[src/rtl/instr_seq_ctrl_if.sv]
// Handshake/strobe bundle between the instruction sequencer and the datapath.
// The master modport is the sequencer's view; the slave modport is the
// datapath's view (fetch stage, register file, ALU, flags, data memory).
interface instr_seq_ctrl_if #(
  parameter int CNT_W = 16
);
  // Datapath -> sequencer
  logic             halt;
  logic [31:0]      IR;
  logic             ir_valid;
  logic             mem_ready;
  // Sequencer -> datapath
  logic             write_ir;
  logic             write_pc;
  logic             pc_load;
  logic             write_a;
  logic             write_b;
  logic [3:0]       alu_op;
  logic             write_f;
  logic             write_nzcv;
  logic             write_reg;
  logic             rd_src_mem;
  logic             write_lr;
  logic             mem_read;
  logic             mem_write;
  logic             instr_done;
  logic             illegal;
  logic             mem_err;
  logic [CNT_W-1:0] ret_cnt;
  logic [3:0]       state_o;

  modport master (
    input  halt, IR, ir_valid, mem_ready,
    output write_ir, write_pc, pc_load, write_a, write_b, alu_op, write_f,
           write_nzcv, write_reg, rd_src_mem, write_lr, mem_read, mem_write,
           instr_done, illegal, mem_err, ret_cnt, state_o
  );

  modport slave (
    output halt, IR, ir_valid, mem_ready,
    input  write_ir, write_pc, pc_load, write_a, write_b, alu_op, write_f,
           write_nzcv, write_reg, rd_src_mem, write_lr, mem_read, mem_write,
           instr_done, illegal, mem_err, ret_cnt, state_o
  );
endinterface

[src/rtl/instr_seq_ctrl.sv]
// Multi-cycle fetch/decode/execute sequencer. Moore strobes are decoded from
// the current state (plus IR fields where the strobe depends on the encoding).
// Optional build macro CTRL_MEM_WAIT_EN: MEM_RD/MEM_WR stall on mem_ready and
// abort with a sticky mem_err after WAIT_MAX consecutive not-ready cycles.
module instr_seq_ctrl #(
  parameter int CNT_W    = 16,
  parameter int WAIT_MAX = 15
) (
  input  logic        clk,
  input  logic        rst,
  instr_seq_ctrl_if.master bus
);

  typedef enum logic [3:0] {
    S_IDLE     = 4'd0,
    S_FETCH    = 4'd1,
    S_DECODE   = 4'd2,
    S_EXEC     = 4'd3,
    S_WB       = 4'd4,
    S_MEM_ADDR = 4'd5,
    S_MEM_RD   = 4'd6,
    S_MEM_WB   = 4'd7,
    S_MEM_WR   = 4'd8,
    S_BRANCH   = 4'd9
  } state_t;

  localparam int WAIT_W = $clog2(WAIT_MAX + 1);

  state_t           state, next_state;
  logic             illegal_q, mem_err_q;
  logic [CNT_W-1:0] ret_cnt_q;

  // IR fields
  logic [1:0] ir_class;
  logic [3:0] opcode;
  logic       bit_s_l, bit_u, bit_link;
  assign ir_class = bus.IR[27:26];
  assign opcode   = bus.IR[24:21];
  assign bit_s_l  = bus.IR[20];
  assign bit_u    = bus.IR[23];
  assign bit_link = bus.IR[24];

  // Condition, immediate and register fields belong to the fetch stage/datapath.
  logic unused_ir;
  assign unused_ir = ^{bus.IR[31:28], bus.IR[25], bus.IR[19:0]};

  // Memory wait qualifiers: stall keeps MEM_RD/MEM_WR, timeout aborts them.
  logic mem_stall, mem_timeout;
`ifdef CTRL_MEM_WAIT_EN
  logic [WAIT_W-1:0] wait_cnt;
  logic              at_limit;
  assign at_limit    = (wait_cnt == WAIT_W'(WAIT_MAX - 1));
  assign mem_stall   = !bus.mem_ready && !at_limit;
  assign mem_timeout = !bus.mem_ready && at_limit;

  // Count consecutive not-ready cycles in a memory state; clear on exit.
  always_ff @(posedge clk or posedge rst) begin
    if (rst) begin
      wait_cnt <= '0;
    end else if ((state == S_MEM_RD || state == S_MEM_WR) && mem_stall) begin
      wait_cnt <= wait_cnt + WAIT_W'(1);
    end else begin
      wait_cnt <= '0;
    end
  end
`else
  assign mem_stall   = 1'b0;
  assign mem_timeout = 1'b0;
  logic unused_cfg;
  assign unused_cfg = bus.mem_ready ^ (WAIT_W == 0);
`endif

  // Strobe and next-state decode.
  logic       s_write_ir, s_write_pc, s_pc_load, s_write_a, s_write_b;
  logic       s_write_f, s_write_nzcv, s_write_reg, s_rd_src_mem, s_write_lr;
  logic       s_mem_read, s_mem_write, s_done, set_illegal, set_mem_err;
  logic [3:0] s_alu_op;
  state_t     boundary;

  assign boundary = bus.halt ? S_IDLE : S_FETCH;

  // Next state and Moore strobes for the current state.
  always_comb begin
    // NOTE: every output gets a default before the case so no path leaves one unassigned (no latches).
    next_state   = state;
    s_write_ir   = 1'b0;
    s_write_pc   = 1'b0;
    s_pc_load    = 1'b0;
    s_write_a    = 1'b0;
    s_write_b    = 1'b0;
    s_alu_op     = 4'h0;
    s_write_f    = 1'b0;
    s_write_nzcv = 1'b0;
    s_write_reg  = 1'b0;
    s_rd_src_mem = 1'b0;
    s_write_lr   = 1'b0;
    s_mem_read   = 1'b0;
    s_mem_write  = 1'b0;
    s_done       = 1'b0;
    set_illegal  = 1'b0;
    set_mem_err  = 1'b0;
    unique case (state)
      S_IDLE:     next_state = boundary;
      S_FETCH: begin
        s_write_ir = 1'b1;
        s_write_pc = 1'b1;
        if (bus.ir_valid)  next_state = S_DECODE;
        else if (bus.halt) next_state = S_IDLE;
      end
      S_DECODE: begin
        s_write_a = 1'b1;
        s_write_b = 1'b1;
        unique case (ir_class)
          2'b00: next_state = S_EXEC;
          2'b01: next_state = S_MEM_ADDR;
          2'b10: next_state = S_BRANCH;
          2'b11: begin
            set_illegal = 1'b1;
            next_state  = boundary;
          end
        endcase
      end
      S_EXEC: begin
        s_alu_op     = opcode;
        s_write_f    = 1'b1;
        s_write_nzcv = bit_s_l;
        if (opcode[3:2] == 2'b10) s_done     = 1'b1;
        else                      next_state = S_WB;
      end
      S_WB: begin
        s_write_reg = 1'b1;
        s_done      = 1'b1;
      end
      S_MEM_ADDR: begin
        s_alu_op   = bit_u ? 4'h4 : 4'h2;
        s_write_f  = 1'b1;
        next_state = bit_s_l ? S_MEM_RD : S_MEM_WR;
      end
      S_MEM_RD: begin
        s_mem_read = 1'b1;
        if (mem_timeout) begin
          set_mem_err = 1'b1;
          s_done      = 1'b1;
        end else if (!mem_stall) begin
          next_state = S_MEM_WB;
        end
      end
      S_MEM_WB: begin
        s_write_reg  = 1'b1;
        s_rd_src_mem = 1'b1;
        s_done       = 1'b1;
      end
      S_MEM_WR: begin
        s_mem_write = 1'b1;
        set_mem_err = mem_timeout;
        s_done      = !mem_stall;
      end
      S_BRANCH: begin
        s_pc_load  = 1'b1;
        s_write_lr = bit_link;
        s_done     = 1'b1;
      end
      default:    next_state = S_IDLE;
    endcase
    if (s_done) next_state = boundary;
  end

  // State register, sticky error flags and retired-instruction counter.
  always_ff @(posedge clk or posedge rst) begin
    if (rst) begin
      state     <= S_IDLE;
      illegal_q <= 1'b0;
      mem_err_q <= 1'b0;
      ret_cnt_q <= '0;
    end else begin
      // NOTE: non-blocking assignments so every register samples pre-edge values.
      state <= next_state;
      if (set_illegal) illegal_q <= 1'b1;
      if (set_mem_err) mem_err_q <= 1'b1;
      if (s_done)      ret_cnt_q <= ret_cnt_q + CNT_W'(1);
    end
  end

  assign bus.write_ir   = s_write_ir;
  assign bus.write_pc   = s_write_pc;
  assign bus.pc_load    = s_pc_load;
  assign bus.write_a    = s_write_a;
  assign bus.write_b    = s_write_b;
  assign bus.alu_op     = s_alu_op;
  assign bus.write_f    = s_write_f;
  assign bus.write_nzcv = s_write_nzcv;
  assign bus.write_reg  = s_write_reg;
  assign bus.rd_src_mem = s_rd_src_mem;
  assign bus.write_lr   = s_write_lr;
  assign bus.mem_read   = s_mem_read;
  assign bus.mem_write  = s_mem_write;
  assign bus.instr_done = s_done;
  assign bus.illegal    = illegal_q;
  assign bus.mem_err    = mem_err_q;
  assign bus.ret_cnt    = ret_cnt_q;
  assign bus.state_o    = state;

endmodule

[src/flat_wrapper.sv]
// flat-port wrapper written by rule: the top's interface ports become plain ports
module instr_seq_ctrl_flat 
#(
  parameter int CNT_W    = 16,
  parameter int WAIT_MAX = 15
)
  (clk, rst, bus_halt, bus_IR, bus_ir_valid, bus_mem_ready, bus_write_ir, bus_write_pc, bus_pc_load, bus_write_a, bus_write_b, bus_alu_op, bus_write_f, bus_write_nzcv, bus_write_reg, bus_rd_src_mem, bus_write_lr, bus_mem_read, bus_mem_write, bus_instr_done, bus_illegal, bus_mem_err, bus_ret_cnt, bus_state_o);
  instr_seq_ctrl_if #(.CNT_W(CNT_W)) bus_i ();
  input  logic clk;
  input  logic rst;
  input wire logic [$bits(bus_i.halt)-1:0] bus_halt;
  input wire logic [$bits(bus_i.IR)-1:0] bus_IR;
  input wire logic [$bits(bus_i.ir_valid)-1:0] bus_ir_valid;
  input wire logic [$bits(bus_i.mem_ready)-1:0] bus_mem_ready;
  output wire logic [$bits(bus_i.write_ir)-1:0] bus_write_ir;
  output wire logic [$bits(bus_i.write_pc)-1:0] bus_write_pc;
  output wire logic [$bits(bus_i.pc_load)-1:0] bus_pc_load;
  output wire logic [$bits(bus_i.write_a)-1:0] bus_write_a;
  output wire logic [$bits(bus_i.write_b)-1:0] bus_write_b;
  output wire logic [$bits(bus_i.alu_op)-1:0] bus_alu_op;
  output wire logic [$bits(bus_i.write_f)-1:0] bus_write_f;
  output wire logic [$bits(bus_i.write_nzcv)-1:0] bus_write_nzcv;
  output wire logic [$bits(bus_i.write_reg)-1:0] bus_write_reg;
  output wire logic [$bits(bus_i.rd_src_mem)-1:0] bus_rd_src_mem;
  output wire logic [$bits(bus_i.write_lr)-1:0] bus_write_lr;
  output wire logic [$bits(bus_i.mem_read)-1:0] bus_mem_read;
  output wire logic [$bits(bus_i.mem_write)-1:0] bus_mem_write;
  output wire logic [$bits(bus_i.instr_done)-1:0] bus_instr_done;
  output wire logic [$bits(bus_i.illegal)-1:0] bus_illegal;
  output wire logic [$bits(bus_i.mem_err)-1:0] bus_mem_err;
  output wire logic [$bits(bus_i.ret_cnt)-1:0] bus_ret_cnt;
  output wire logic [$bits(bus_i.state_o)-1:0] bus_state_o;
  assign bus_i.halt = bus_halt;
  assign bus_i.IR = bus_IR;
  assign bus_i.ir_valid = bus_ir_valid;
  assign bus_i.mem_ready = bus_mem_ready;
  assign bus_write_ir = bus_i.write_ir;
  assign bus_write_pc = bus_i.write_pc;
  assign bus_pc_load = bus_i.pc_load;
  assign bus_write_a = bus_i.write_a;
  assign bus_write_b = bus_i.write_b;
  assign bus_alu_op = bus_i.alu_op;
  assign bus_write_f = bus_i.write_f;
  assign bus_write_nzcv = bus_i.write_nzcv;
  assign bus_write_reg = bus_i.write_reg;
  assign bus_rd_src_mem = bus_i.rd_src_mem;
  assign bus_write_lr = bus_i.write_lr;
  assign bus_mem_read = bus_i.mem_read;
  assign bus_mem_write = bus_i.mem_write;
  assign bus_instr_done = bus_i.instr_done;
  assign bus_illegal = bus_i.illegal;
  assign bus_mem_err = bus_i.mem_err;
  assign bus_ret_cnt = bus_i.ret_cnt;
  assign bus_state_o = bus_i.state_o;
  instr_seq_ctrl #(.CNT_W(CNT_W), .WAIT_MAX(WAIT_MAX)) u_core (.clk(clk), .rst(rst), .bus(bus_i));
endmodule
[config.mk]
export PLATFORM = sky130hd
export DESIGN_NAME = instr_seq_ctrl_flat
export DESIGN_NICKNAME = d
export VERILOG_FILES = /design/src/rtl/instr_seq_ctrl_if.sv /design/src/rtl/instr_seq_ctrl.sv /design/src/flat_wrapper.sv
export SDC_FILE = /design/constraint.sdc
export NUM_CORES = 1
export LEC_CHECK = 0
export BUFFER_PORTS_ARGS = -buffer_cell sky130_fd_sc_hd__buf_2
export CAP_MARGIN = 20
export CORE_MARGIN = 5
export CORE_UTILIZATION = 40
export CTS_BUF_LIST = sky130_fd_sc_hd__clkbuf_4 sky130_fd_sc_hd__clkbuf_8
export DETAILED_ROUTE_END_ITERATION = 8
export PLACE_DENSITY = 0.79
export SLEW_MARGIN = 20
export SYNTH_ARGS = -nofsm -noshare
export SYNTH_HDL_FRONTEND = slang
export SYNTH_SLANG_ARGS = --single-unit
[constraint.sdc]
create_clock -name clk -period 1.9 [get_ports clk]
set_clock_uncertainty 0.2 [all_clocks]
set_input_delay 0.095 -clock clk [delete_from_list [all_inputs] [get_ports clk]]
set_output_delay 0.095 -clock clk [all_outputs]
set_load 0.01 [all_outputs]
# --- After elaboration in Yosys (flattened, before gate mapping) ---
# Cells that the tools add are included.
word_totals:
  register_bits: 21
  inputBits: 37
  out_inout_bits: 39
  elab_cells: 50
classes:
  addsub: 1
  n_eq_ne: 16
  n_mux: 24
  reduce_logical: 6
op_table:
  columns: ["cell", "n"]
  rows:
  - ["one-hot mux 4 bit (7 select lines)", 1]
  - ["two-way mux 4 bit", 5]
  - ["adder 16 x 1 -> 16 bit (second input constant)", 1]
  - ["== test 4 x 3 -> 1 bit (second input constant)", 4]
  - ["one-hot mux 4 bit (4 select lines)", 1]
  - ["two-way mux 1 bit", 14]
  - ["== test 4 x 2 -> 1 bit (second input constant)", 2]
  - ["== test 4 bit (second input constant)", 2]
  - ["one-hot mux 4 bit (2 select lines)", 1]
  - ["== test 2 bit (second input constant)", 3]
  - ["== test 4 x 1 -> 1 bit (second input constant)", 1]
  - ["logical NOT 4 bit", 1]
  - ["inequality test 4 bit (second input constant)", 1]
  - ["OR reduction 2 bit", 2]
  - ["OR reduction 4 bit", 1]
  - ["two-way mux 3 bit", 1]
  - ["inequality test 3 bit (second input constant)", 1]
  - ["AND reduction 3 bit", 1]
  - ["== test 2 x 1 -> 1 bit (second input constant)", 1]
  - ["logical NOT 2 bit", 1]
  - ["inequality test 2 x 1 -> 1 bit (second input constant)", 1]
  - ["one-hot mux 1 bit (2 select lines)", 1]

# --- Depth between registers and ports, before layout ---
# Gate-level depths: netlist (run 1).
logic_depth:
  ltp_word: 5
  ltp_mapped: 9
  depth_no_buf: 6

# --- Worst setup path after synthesis (run 1) ---
# Ideal clock, no wire load.
synth_timing:
  path_kind: "reg2reg"
  from: "register u_core.state[1] (netlist: u_core.bus.state_o[1])"
  to: "register u_core.ret_cnt_q[15] (netlist: u_core.bus.ret_cnt[15])"
  setup_time_ns: 0.125
  arrival_ns: 1.583
  t_required_ns: 1.575
  setup_slack_ns: -0.008
  path_stages_with_launch: 8
  path_buffers: 2
  synth_period_minus_slack_ns: 1.908
  cell_sequence: "dfrtp_1 > clkbuf_4 > nor3b_2 > nor2_1 > o31a_1 > buf_6 > or3_4 > xnor2_2"
synth_via:
  elab_chain_len: 3
  elab_cells_between_ends: 7
  classes_between: "eq/ne (5); mux (1); reduce/logical (1)"
synth_lines:
  columns: ["element", "line", "text"]
  rows:
  - ["from (decl)", "instr_seq_ctrl.sv:29", "state_t state, next_state;"]
  - ["from (signal assigned)", "instr_seq_ctrl.sv:177", "state <= next_state;"]
  - ["== test 4 x 3 -> 1 bit or == test 4 bit (tied branches)", "instr_seq_ctrl.sv:102", "unique case (state)"]
  - ["OR reduction 4 bit (no line)", null, null]
  - ["one-hot mux 1 bit (2 select lines) *", "instr_seq_ctrl.sv:102", null]
  - ["to (signal assigned)", "instr_seq_ctrl.sv:180", "if (s_done) ret_cnt_q <= ret_cnt_q + CNT_W'(1);"]
  - ["to (decl)", "instr_seq_ctrl.sv:31", "logic [CNT_W-1:0] ret_cnt_q;"]
# Every way passes the cells marked *; elsewhere a longest branch is shown, timed or not.
# A chain may end at the register's enable or synchronous reset.

# --- Worst setup path after layout (run 1) ---
layout_timing:
  from: "register u_core.state[1] (netlist: u_core.bus.state_o[1])"
  to: "output bus_instr_done"
layout_via:
  elab_chain_len: 3
  elab_cells_between_ends: 7
  classes_between: "eq/ne (5); mux (1); reduce/logical (1)"
layout_lines:
  columns: ["element", "line", "text"]
  rows:
  - ["== test 4 x 3 -> 1 bit or == test 4 bit (tied branches)", "instr_seq_ctrl.sv:102", null]
  - ["OR reduction 4 bit (no line)", null, null]
  - ["one-hot mux 1 bit (2 select lines) *", "instr_seq_ctrl.sv:102", null]
  - ["to (decl)", "flat_wrapper.sv:28", "output wire logic [$bits(bus_i.instr_done)-1:0] bus_instr_done;"]
# Marked as above.

==> reports/summary.md, run 1 <==
The tools report the clock share of power as 12.2%. By count the netlist is led by 21 x sky130_fd_sc_hd__dfrtp_1, 11 x sky130_fd_sc_hd__nand2_1, 10 x sky130_fd_sc_hd__nor3_1, 10 x sky130_fd_sc_hd__xnor2_1, 8 x sky130_fd_sc_hd__nand3_1. The switching power is 0.000731 W. After clock tree synthesis, the clock-pin slew on the worst setup and hold paths is 0.11 ns. The area added between synthesis and finish is 35.0%, and the via count is 1122. Routability-driven placement finished with a final weighted congestion of 0.832. No sink is reached through more buffers than the 2 on the longest clock path. Counting every sink on the clock net gives 21. The routed design could run at a clock period as short as 1.82 ns.

At the end of the flow the core is filled with cells to 55.0%. Setup repair after global routing left no endpoint under its margin. Average footprint of a synthesized cell: 9.33 µm².

The final sum of negative setup slack is 0 ns. The most used flip-flop cell after synthesis is sky130_fd_sc_hd__dfrtp_1. Across the run, the number of max-cap violations was 0. In this run the worst path has a maximum fanout of 12. Derived from the worst setup path, the maximum achievable clock frequency is 548 MHz. Total of flip-flops plus latches after synthesis: 21.

The run gives 1640 µm² as the post-route standard cell area excluding fillers. The total clock buffers created by CTS is 3. TritonCTS built the clock tree. Entering global routing, the biggest net connects 22 pins. The global-route wire length before repair came out at 4.75 mm.

Measured along the y axis, the die boundary spans 65.1 µm. The peak supply drop is 0.000475 V, and the detail-routed via count per cell is 5.03. The fraction of layout instances using a drive strength above 1 is 42.1%, and the combinational share of power is 51.0%.

sky130_fd_sc_hd__dfrtp_1 is the most common cell in the netlist. Setup violations remaining at the end of the flow were counted as 0. Dividing total power by cell area gives a power density of 1080 nW/µm².

The total overflow reported by the global router was 0. Measured in cells, the most critical reg-to-reg path has a length of 6. The run gives 4230 µm² as the area of the die.

The share of total power dissipated in sequential elements is 36.8%. The cell sitting at the root of the clock tree is a sky130_fd_sc_hd__clkbuf_4. The proportion of synthesized chip area in sequential cells is 43.3%. Buffers added to address setup during post-CTS repair amount to 0. For this run, asynchronously set or reset flops after synthesis account for 100%. Yosys mapped the design onto 32 distinct sky130hd cell types. The count of H-tree levels built during CTS is 1, and the overall die width is 65.1 µm.

The number of cells in the design after placement is 213, and the placeable core region is 2980 µm². Yosys printed 0 warnings. The initial utilization of the core area, before any placement, comes to 40.7%. At the later pin of the worst-skew pair, clock insertion delay measures 0.29 ns. After the last flow step, the layout net total stands at 229.

The area after detailed placement was 1510 µm²; the routed wire length was 2.93 mm. For this block, the initial DRC count from the detailed router was 38. The HPWL after detailed placement is 2.23 mm. The number of failing hold endpoints at the final stage is 0, and the number of optimization iterations in the first detailed-route pass is 4.

Average detailed-routed wire length per instance: 13.2 µm. When the netlist entered floorplanning its net count stood at 168. For the antenna cell count, the log shows 0. Input and output buffers added on the ports amount to 48.

The tools report the minimum setup slack among reg-to-reg paths as 0.10 ns. After detailed routing, the number of remaining DRC violations is 0. The number of max-slew violations in the final report was 0.

Yosys mapped a number of flops with a built-in enable equal to 0. The count of nets left with antenna violations once routing finished came out at 0. After technology mapping, the gate count stands at 130. The sum of internal, switching and leakage power came out at 0.00177 W. The all-layer global routing usage is 13.6%, and the switching part of the total power is 41.2%.

The share of the synthesized area in the top cell type works out to 43.3%. Class of the tightest hold or removal check: primary input to async pin. The required arrival time at the worst endpoint is 1.60 ns. Dividing the final minimum period by the clock period gives 96.0%. The via count of the first global-routing pass was 1124. Internal power comes to 0.00104 W. The filler-free cell count of the finished design was 223; the leakage power summed over all cells was 0.788 nW. sky130_fd_sc_hd__dfrtp_1 takes more of the synthesized area than any other cell. The run finished with clean final reports.

At the worst endpoint, the arrival time is 1.53 ns. By area the synthesized netlist is led by sky130_fd_sc_hd__dfrtp_1 43%, sky130_fd_sc_hd__xnor2_1 7.2%, sky130_fd_sc_hd__nor3_1 4.1%, sky130_fd_sc_hd__xor2_1 3.6%, sky130_fd_sc_hd__nand2_1 3.4%. The tools report the endpoint class of the critical path as an output pin.

After floorplanning, the core was divided into 20 placement rows. The critical path in this run is classified as flip-flop to output pin. The kind of launch point of the worst setup path is a flip-flop. The tools report the initial antenna violation count as 0. The mapped netlist covers 1210 µm². During I/O placement, the number of pins put on the boundary was 76.
==> cells by family after synthesis <==
logic type | after synthesis | synth area share (%)
AND/OR/NAND/NOR | 63 | 28.6
flip-flops | 21 | 43.3
buffers and inverters | 17 | 8.67
XOR/XNOR | 16 | 12.2
AO/OA/AOI/OAI | 11 | 5.88
adder cells (fa/ha/maj) | 1 | 1.03
other | 1 | 0.309
==> power by group through the flow <==
stage	Clock (W)	Sequential [W]	Combinational (W)
after global placement	0	0.000651	0.000861
after floorplan	0	0.000677	0.000561
after CTS	0.000228	0.000648	0.000897
after global routing	0.000242	0.000671	0.000999
after detailed placement	0	0.000655	0.000872
final	0.000217	0.000653	0.000905
==> final timing paths <==
kind	from	end
max	u_core.bus.state_o[1]$_DFFE_PP0P_	bus_instr_done
min	rst	u_core.bus.illegal$_DFFE_PP0P_
max reg2reg	u_core.bus.state_o[1]$_DFFE_PP0P_	u_core.bus.ret_cnt[12]$_DFFE_PP0P_
min reg2reg	u_core.bus.illegal$_DFFE_PP0P_	u_core.bus.illegal$_DFFE_PP0P_
max in group asynchronous	rst	u_core.bus.state_o[0]$_DFFE_PP0P_
min in group clk	bus_IR[21]	bus_alu_op[0]
==> registers in the layout (all words and copies together), names as in the netlist <==
register,count
u_core.bus.ret_cnt,16
u_core.bus.state_o,4
u_core.bus.illegal,1
==> layout by cell type (no fill, tap or decap), types with 2 or more instances in the layout <==
| cell | count |
|---|---|
| sky130_fd_sc_hd__a21oi_1 | 5 |
| sky130_fd_sc_hd__a31oi_1 | 2 |
| sky130_fd_sc_hd__and2_1 | 6 |
| sky130_fd_sc_hd__and3_1 | 3 |
| sky130_fd_sc_hd__and4_1 | 2 |
| sky130_fd_sc_hd__buf_2 | 48 |
| sky130_fd_sc_hd__buf_4 | 12 |
| sky130_fd_sc_hd__clkbuf_4 | 4 |
| sky130_fd_sc_hd__dfrtp_1 | 17 |
| sky130_fd_sc_hd__dfrtp_2 | 4 |
| sky130_fd_sc_hd__dlygate4sd3_1 | 6 |
| sky130_fd_sc_hd__inv_1 | 6 |
| sky130_fd_sc_hd__nand2_1 | 11 |
| sky130_fd_sc_hd__nand2b_1 | 3 |
| sky130_fd_sc_hd__nand3_1 | 8 |
| sky130_fd_sc_hd__nand4_1 | 5 |
| sky130_fd_sc_hd__nor2_1 | 7 |
| sky130_fd_sc_hd__nor2b_1 | 2 |
| sky130_fd_sc_hd__nor3_1 | 5 |
| sky130_fd_sc_hd__nor3_2 | 5 |
| sky130_fd_sc_hd__o32ai_1 | 2 |
| sky130_fd_sc_hd__xnor2_1 | 10 |
| sky130_fd_sc_hd__xor2_1 | 5 |
==> worst max-delay path: stages, from the launching register on <==
cell	delay, ns
sky130_fd_sc_hd__dfrtp_2	0.46
sky130_fd_sc_hd__nor4b_2	0.28
sky130_fd_sc_hd__nor2_1	0.06
sky130_fd_sc_hd__o31a_1	0.15
sky130_fd_sc_hd__inv_4	0.14
sky130_fd_sc_hd__buf_2	0.15
==> final cells by class <==
| type | count | area [µm²] |
|---|---|---|
| Tap cell | 33 | 41.3 |
| Multi-Input combinational cell | 92 | 616 |
| Inverter | 7 | 28.8 |
| Fill cell | 276 | 1340 |
| Clock buffer | 4 | 30.0 |
| Timing Repair Buffer | 66 | 390 |
| Sequential cell | 21 | 531 |
==> per-layer routing <==
| layer | wire (µm) | part of all wire [%] | global-route usage, % | up-vias |
|---|---|---|---|---|
| li1 | - | - | - | 552 |
| met1 | 1280 | 44 | 17.3 | 519 |
| met2 | 1390 | 47 | 24.5 | 51 |
| met3 | 263 | 9.0 | 2.77 | 0 |
| met4 | 0 | 0 | 1.55 | 0 |
| met5 | 0 | 0 | 0 | - |
==> metrics by stage <==
step	worst slack [ns]	hold WS (ns)
after CTS	0.0296	0.155
after detailed placement	0.113	-0.0618
final	0.0751	0.155
after global routing	0.00751	0.198
after global placement	0.137	-0.0634
after floorplan	0.0121	-0.128
==> timing repair <==
| action | in CTS | in global routing |
|---|---|---|
| gates resized for setup | 3 | 8 |
| endpoints found under the setup margin | 4 | 9 |
| hold endpoints to repair | 26 | 0 |
| hold buffers | 6 | 0 |
No activity file was read; power rests on OpenSTA's default activity.
==> run 2: changes to the inputs <==
Settings changed: GPL_ROUTABILITY_DRIVEN from default to 0.
Clock period 1.9 ns to 1.55 ns, I/O delays scaled along.
==> run 2 against run 1 <==
Compared with the run above: the flow now finishes with violations (negative setup slack); sequential power increased by 19%; core utilization increased by 15 points; flip-flop and latch count unchanged; cell count increased by 14%; global-route usage increased by 4.3 points; critical path depth increased by 1; combinational power increased by 120%; routed wire length increased by 38%; design area increased by 28%; highest routed layer is now met4; power increased by 70%; non-clock buffer count increased by 32; critical endpoint is now u_core.bus.ret_cnt[12]$_DFFE_PP0P_; first-iteration DRC count increased by 18%.
==> reports/summary.md, run 2 (synthesis gave the netlist of run 1 again) <==
The fraction of layout instances using a drive strength above 1 is 60.8% (+19 points). The final reports fail on negative setup slack. In this run the critical register-to-register path is launched from u_core.bus.state_o[1]$_DFFE_PP0P_. The flip-flop count of the largest register, all copies and words added works out to 16 (unchanged). The critical path is of the flip-flop to flip-flop type. The number of cells in the design after placement is 234 (+9.9%), and the final antenna-violating net count is 0 (unchanged). The worst setup path is launched from a flip-flop. The vertical extent of the die works out to 65.1 µm (unchanged).

STA classifies the critical path endpoint as a flip-flop. The average detailed-routed wire length per instance was 15.9 µm (+21%); the global-route wire length before repair was 5.94 mm (+25%). Number of failing hold endpoints at the final stage: 0 (unchanged).

The post-detailed-route DRC marker count is 0 (unchanged), and the post-route standard cell area excluding fillers is 2100 µm² (+28%). The clock latency of the later-clocked register in the worst-skew pair was 0.31 ns (+0.02 ns). Ratio of total power to cell area: 1440 nW/µm² (+33%). The tools report the arrival time reported for the critical path endpoint as 1.87 ns (+0.34 ns). The shortest clock period the worst path allows after layout works out to 1.83 ns. The tools report the total clock buffers created by CTS as 3 (unchanged). In the layout the commonest cells are 45 x sky130_fd_sc_hd__buf_2, 30 x sky130_fd_sc_hd__buf_4, 17 x sky130_fd_sc_hd__dfrtp_1, 16 x sky130_fd_sc_hd__buf_6. The run gives 1 (unchanged) as the count of H-tree levels built during CTS. The slowest stage cell on the critical path is sky130_fd_sc_hd__dfrtp_2.

The met1 layer usage reported by global route was 20.9% (+3.6 points). The first-iteration detailed-routing DRC count was 45 (+18%); the setup violation total in the final timing report was 36 (+36). For the area of the die, the log shows 4230 µm² (unchanged).

Largest delay contributor family on the critical path: simple AND/OR/NAND/NOR gates. The via count is 1323 (+18%), and the routed wire length is 4.05 mm (+38%). The worst-case clock buffer depth was 2 (unchanged).

The tools report the area after detailed placement as 1690 µm² (+12%). The global-route met3 utilization was 2.60% (-0.17 points). The logic depth of the worst register-to-register path came out at 6 (unchanged). The tools report the total overflow reported by the global router as 0 (unchanged).

The tools report the number of max-slew violations in the final report as 0 (unchanged). The flow ran to the end, but the final reports show violations. The leakage power summed over all cells was 1.01 nW (+28%). The pre-CTS setup slack was -0.271 ns (-0.384 ns). The tools report the antenna cell count as 0 (unchanged). For the initial core utilization, the log shows 40.7% (unchanged).

The half-perimeter wire length after detailed placement is 2.53 mm (+14%). The run gives 0.000840 V (+77%) as the peak supply drop. The class of the tightest hold or removal check was primary input to async pin.

The tools report the number of sinks driven by the clock tree as 21 (unchanged). The filler-free cell count of the finished design is 255 (+14%), and the highest achievable clock rate is 546 MHz. The met2 layer usage reported by global route was 33.2% (+8.7 points). For the row count, the log shows 20 (unchanged). The number of buffers added on ports was 48 (unchanged); the overall die width was 65.1 µm (unchanged). The detail-routed via count per cell was 5.19 (+3.1%).

The reported max-cap violation count is 0 (unchanged), and the clock slew seen by the registers of the worst setup and hold paths is 0.11 ns (about the same). For the final worst slack, the log shows -0.282 ns (-0.357 ns). The tools report the share of the core filled with cells in the final layout as 70.4% (+15 points). The minimum setup slack among reg-to-reg paths came out at -0.28 ns (-0.38 ns). The count of buffering cells on the critical path with inverters included was 1 (-1).

The destination of the worst register-to-register timing path was u_core.bus.ret_cnt[12]$_DFFE_PP0P_. Number of stages on the worst setup path: 6 (+1). TritonCTS built the clock tree.

The top-level port count came out at 76 (unchanged). Leaving out fill and tap cells, the most frequent cell in the layout is sky130_fd_sc_hd__buf_2. The final layout net count was 261 (+14%); the area added between synthesis and finish was 73.0%. The highest cell delay on the worst timing path is 0.47 ns (about the same), and the number of optimization iterations in the first detailed-route pass is 4 (unchanged). The via count of the first global-routing pass was 1331 (+18%); the period utilization was 118%. Clock tree synthesis selected as its root buffer the cell sky130_fd_sc_hd__clkbuf_4. The run gives 0 (unchanged) as the initial antenna violation count. The all-layer global routing usage is 18.0% (+4.3 points), and the maximum number of pins on one net before global-route repair is 22 (unchanged).

Traced cell by cell, the critical path runs through nor4b_2 > nor2_1 > o31a_1 > buf_4 > nor3_2 > xor2_1. The run gives 1.59 ns (about the same) as the required arrival time at the worst endpoint. After global routing, the most crowded layer is met2. For the placeable core region, the log shows 2980 µm² (unchanged).

Setup repair after global routing could not meet its margin everywhere. The largest fanout on the critical path works out to 5 (-7).
[run 2: cell count changes in the layout (fill, tap and decap cells not counted), sizes merged]
cell	delta
buf	+32
clkbuf	-1
clkinv	+1
[run 2: layout make-up]
class / instances / area [µm²]
inverter: 7 / 28.8
clock buffer: 3 / 22.5
fill: 228 / 881
multi-input combinational: 92 / 758
clock inverter: 1 / 5.00
sequential: 21 / 531
timing repair buffer: 98 / 711
tap: 33 / 41.3
[run 2: worst max path at each step]
stage,from,end,slack [ns]
6_report,u_core.bus.state_o[1]$_DFFE_PP0P_,u_core.bus.ret_cnt[12]$_DFFE_PP0P_,-0.28
5_1_grt,u_core.bus.state_o[2]$_DFFE_PP0P_,bus_mem_read,-0.35
4_1_cts,u_core.bus.state_o[3]$_DFFE_PP0P_,bus_rd_src_mem,-0.25
3_5_place_dp,u_core.bus.state_o[1]$_DFFE_PP0P_,u_core.bus.ret_cnt[12]$_DFFE_PP0P_,-0.27
3_3_place_gp,u_core.bus.state_o[1]$_DFFE_PP0P_,u_core.bus.ret_cnt[8]$_DFFE_PP0P_,-0.18
2_1_floorplan,u_core.bus.state_o[1]$_DFFE_PP0P_,u_core.bus.ret_cnt[15]$_DFFE_PP0P_,-0.32
[run 2: power by group]
| part | switching [W] | internal [W] | leakage [nW] | total, W |
|---|---|---|---|---|
| sequential | 0.000113 | 0.000663 | 0.243 | 0.000777 |
| clock | 0.000166 | 0.0000964 | 0.0177 | 0.000262 |
| combinational | 0.000952 | 0.00103 | 0.747 | 0.00198 |
[run 2: stage by stage]
stage	hold WS, ns	power (W)	setup TNS [ns]
final	0.127	0.00302	-7.25
after global routing	0.134	0.00320	-9.76
after CTS	0.127	0.00273	-6.47
after detailed placement	-0.0829	0.00211	-3.44
after global placement	-0.0852	0.00208	-2.36
after floorplan	-0.146	0.00156	-3.26
[run 2: repair_timing]
action | in CTS | in global routing
resized for setup | 25 | 29
buffers inserted | 10 | 2
pin swaps | 10 | 9
endpoints found under the setup margin | 38 | 38
endpoints found under the hold margin | 26 | 0
hold buffers | 6 | 0
[run 2: routing by layer]
layer / vias to the layer above / wire length, µm
li1: 621 / -
met1: 634 / 1560
met5: - / 0
met2: 62 / 2140
met3: 6 / 284
met4: 0 / 65
[run 2: worst min-delay path: stages]
cell                            delay [ns]
sky130_fd_sc_hd__dlygate4sd3_1        0.53
sky130_fd_sc_hd__buf_2                0.12
sky130_fd_sc_hd__inv_1                0.04
sky130_fd_sc_hd__buf_4                0.26
==> run 3: changes to the inputs <==
Settings changed: GPL_TIMING_DRIVEN from default to 0.
==> run 3 against run 2 <==
Compared with the run above: critical path type is now flip-flop to output pin; critical endpoint is now bus_instr_done; die area unchanged; highest routed layer unchanged; cell count is 5.9% lower; the run still ends with negative setup slack left; routed wire length is 1.8% lower; first-iteration DRC count increased by 16%; combinational power shrank 8%; sequential share of layout area increased by 1.7 points; register-to-register slack worse by 0.08 ns; clock power hardly changed; clock-buffer cell count unchanged.
==> reports/summary.md, run 3 (synthesis gave the netlist of run 1 again) <==
TritonCTS built the clock tree. The tools report the reported max-cap violation count as 0 (unchanged). The critical path in this run is classified as flip-flop to output pin. The area after detailed placement is 1530 µm² (-9.4%). The total overflow reported by the global router is 0 (unchanged), and the detail-routed via count per cell is 5.31 (+2.4%).

The ratio of total power to cell area works out to 1470 nW/µm² (+2.3%). The setup violation total in the final timing report was 38 (+5.6%). The commonest non-fill, non-tap cell in the layout is sky130_fd_sc_hd__buf_2.

The fraction of layout instances using a drive strength above 1 was 58.5% (-2.4 points). The tools report the half-perimeter wire length after detailed placement as 2.16 mm (-15%). The number of failing hold endpoints at the final stage is 0 (unchanged), and the number of buffers added on ports is 48 (unchanged). For the number of cells in the design after placement, the log shows 211 (-9.8%). In this run the clock root is driven by a sky130_fd_sc_hd__clkbuf_4. For the number of sinks driven by the clock tree, the log shows 21 (unchanged). The final worst slack is -0.380 ns (-0.0976 ns), and the flip-flop count of the largest register, all copies and words added is 16 (unchanged). The routed wire length is 3.97 mm (-1.8%). The maximum number of pins on one net before global-route repair is 22 (unchanged), and the overall die width is 65.1 µm (unchanged). Largest fanout on the critical path: 7 (+2).

The flow ran to the end, but the final reports show violations. The required arrival time at the worst endpoint came out at 1.27 ns (-0.32 ns). In the layout the commonest cells are 46 x sky130_fd_sc_hd__buf_2, 20 x sky130_fd_sc_hd__buf_4, 16 x sky130_fd_sc_hd__dfrtp_1, 9 x sky130_fd_sc_hd__buf_6, 9 x sky130_fd_sc_hd__xnor2_1. Worst-case clock buffer depth: 2 (unchanged). Setup repair after global routing could not meet its margin everywhere. The total clock buffers created by CTS was 3 (unchanged); the area of the multi-input gates was 766 µm² (+0.99%).

The clock slew seen by the registers of the worst setup and hold paths was 0.12 ns (about the same); the final antenna-violating net count was 0 (unchanged). The run gives 52 (+16%) as the first-iteration detailed-routing DRC count. The logs give 2980 µm² (unchanged) for the placeable core region and 76 (unchanged) for the top-level port count. For the arrival time reported for the critical path endpoint, the log shows 1.65 ns (-0.22 ns). For the all-layer global routing usage, the log shows 16.5% (-1.4 points).

The post-detailed-route DRC marker count was 0 (unchanged); the final layout net count was 246 (-5.7%). The filler-free cell count of the finished design came out at 240 (-5.9%). The number of max-slew violations in the final report was 0 (unchanged); the shortest clock period the worst path allows after layout was 1.93 ns (+0.0976 ns). The initial core utilization was 40.7% (unchanged); the count of H-tree levels built during CTS was 1 (unchanged). The tools report the clock latency of the later-clocked register in the worst-skew pair as 0.30 ns (about the same). The period utilization is 124% (+6.3 points). From synthesis to final layout, the design area changed by 62.4%. STA classifies the critical path startpoint as a flip-flop. Filler cell count in the final layout: 226 (-0.88%). The run gives 0.00290 W (-3.9%) as the sum of internal, switching and leakage power.

The global-route wire length before repair is 5.56 mm (-6.4%), and the share of the core filled with cells in the final layout is 66.1% (-4.3 points). The highest achievable clock rate was 518 MHz (-5.1%); the sequential standard cell area was 532 µm² (+0.24%). Endpoint class of the critical path: an output pin. The leakage power summed over all cells was 0.944 nW (-6.4%). The checks that failed: negative setup slack. Number of optimization iterations in the first detailed-route pass: 4 (unchanged). Peak supply drop: 0.000974 V (+16%).

In this run the critical register-to-register path is launched from u_core.bus.state_o[0]$_DFFE_PP0P_. The via count of the first global-routing pass was 1214 (-8.8%). For the row count, the log shows 20 (unchanged). The initial antenna violation count is 0 (unchanged), and the average detailed-routed wire length per instance is 16.6 µm (+4.3%). At the pin with the least slew margin, the transition time is 0.789 ns.

The critical path startpoint is u_core.bus.state_o[0]$_DFFE_PP0P_. The area of the die was 4230 µm² (unchanged); the post-route standard cell area excluding fillers was 1970 µm² (-6.1%). The startpoint identified for the worst hold timing path is bus_IR[21].

The vertical extent of the die was 65.1 µm (unchanged). The tools report the via count as 1275 (-3.6%). The antenna cell count was 0 (unchanged). The worst hold path belongs to the class primary input to output pin. Headroom to the max-slew limit came out at 47.3%.
==> run 3: through the flow <==
stage,TNS [ns],hold slack (ns),worst slack (ns)
5_1_grt,-11.83,0.275,-0.455
6_report,-9.40,0.254,-0.380
3_5_place_dp,-4.75,0.0626,-0.441
2_1_floorplan,-3.26,-0.146,-0.315
3_3_place_gp,-4.49,0.0566,-0.366
4_1_cts,-9.01,0.247,-0.370
==> run 3: final timing paths <==
check                                                    end  slack, ns  cells after the start
max in group asynchronous  u_core.bus.state_o[2]$_DFFE_PP0P_       0.36                      3
setup / recovery                              bus_instr_done      -0.38                      7
hold reg to reg            u_core.bus.ret_cnt[9]$_DFFE_PP0P_       0.29                      1
setup reg to reg           u_core.bus.ret_cnt[9]$_DFFE_PP0P_      -0.36                      9
hold / removal                                 bus_alu_op[0]       0.25                      3
min in group asynchronous  u_core.bus.ret_cnt[5]$_DFFE_PP0P_       0.26                      3
==> run 3: area by class of cell <==
class	count	area share [%]
Multi-Input combinational cell	92	38.9
Sequential cell	21	27.0
Timing Repair Buffer	77	26.0
Buffer	6	3.05
Tap cell	33	2.10
Inverter	7	1.59
Clock buffer	3	1.14
Clock inverter	1	0.254
==> run 3: critical path: stages, from the launching register on <==
cell	delay, ns
sky130_fd_sc_hd__dfrtp_2	0.50
sky130_fd_sc_hd__nor4b_2	0.26
sky130_fd_sc_hd__nor2_1	0.08
sky130_fd_sc_hd__o31a_1	0.12
sky130_fd_sc_hd__buf_6	0.14
sky130_fd_sc_hd__inv_4	0.05
sky130_fd_sc_hd__buf_6	0.10
sky130_fd_sc_hd__buf_6	0.10
==> run 3: power breakdown <==
group	total [W]	internal (W)	switching, W
logic	0.00182	0.000911	0.000911
clock network	0.000264	0.0000963	0.000168
registers	0.000818	0.000664	0.000154
==> run 3: repair_timing <==
item | in CTS | in global routing
buffers inserted | 16 | 7
hold buffers | 6 | 0
endpoints found under the setup margin | 37 | 38
endpoints found under the hold margin | 26 | 0
pin swaps | 14 | 15
resized for setup | 31 | 19
==> run 3: routing by layer <==
metal / share of wire, % / track usage, % / wire length [µm] / up-vias
met4: 3.0 / 4.66 / 119 / 0
met2: 50 / 30.3 / 2000 / 63
met1: 39 / 19.5 / 1560 / 606
met3: 7.3 / 3.12 / 290 / 12
met5: 0 / 0 / 0 / -
li1: - / - / - / 594
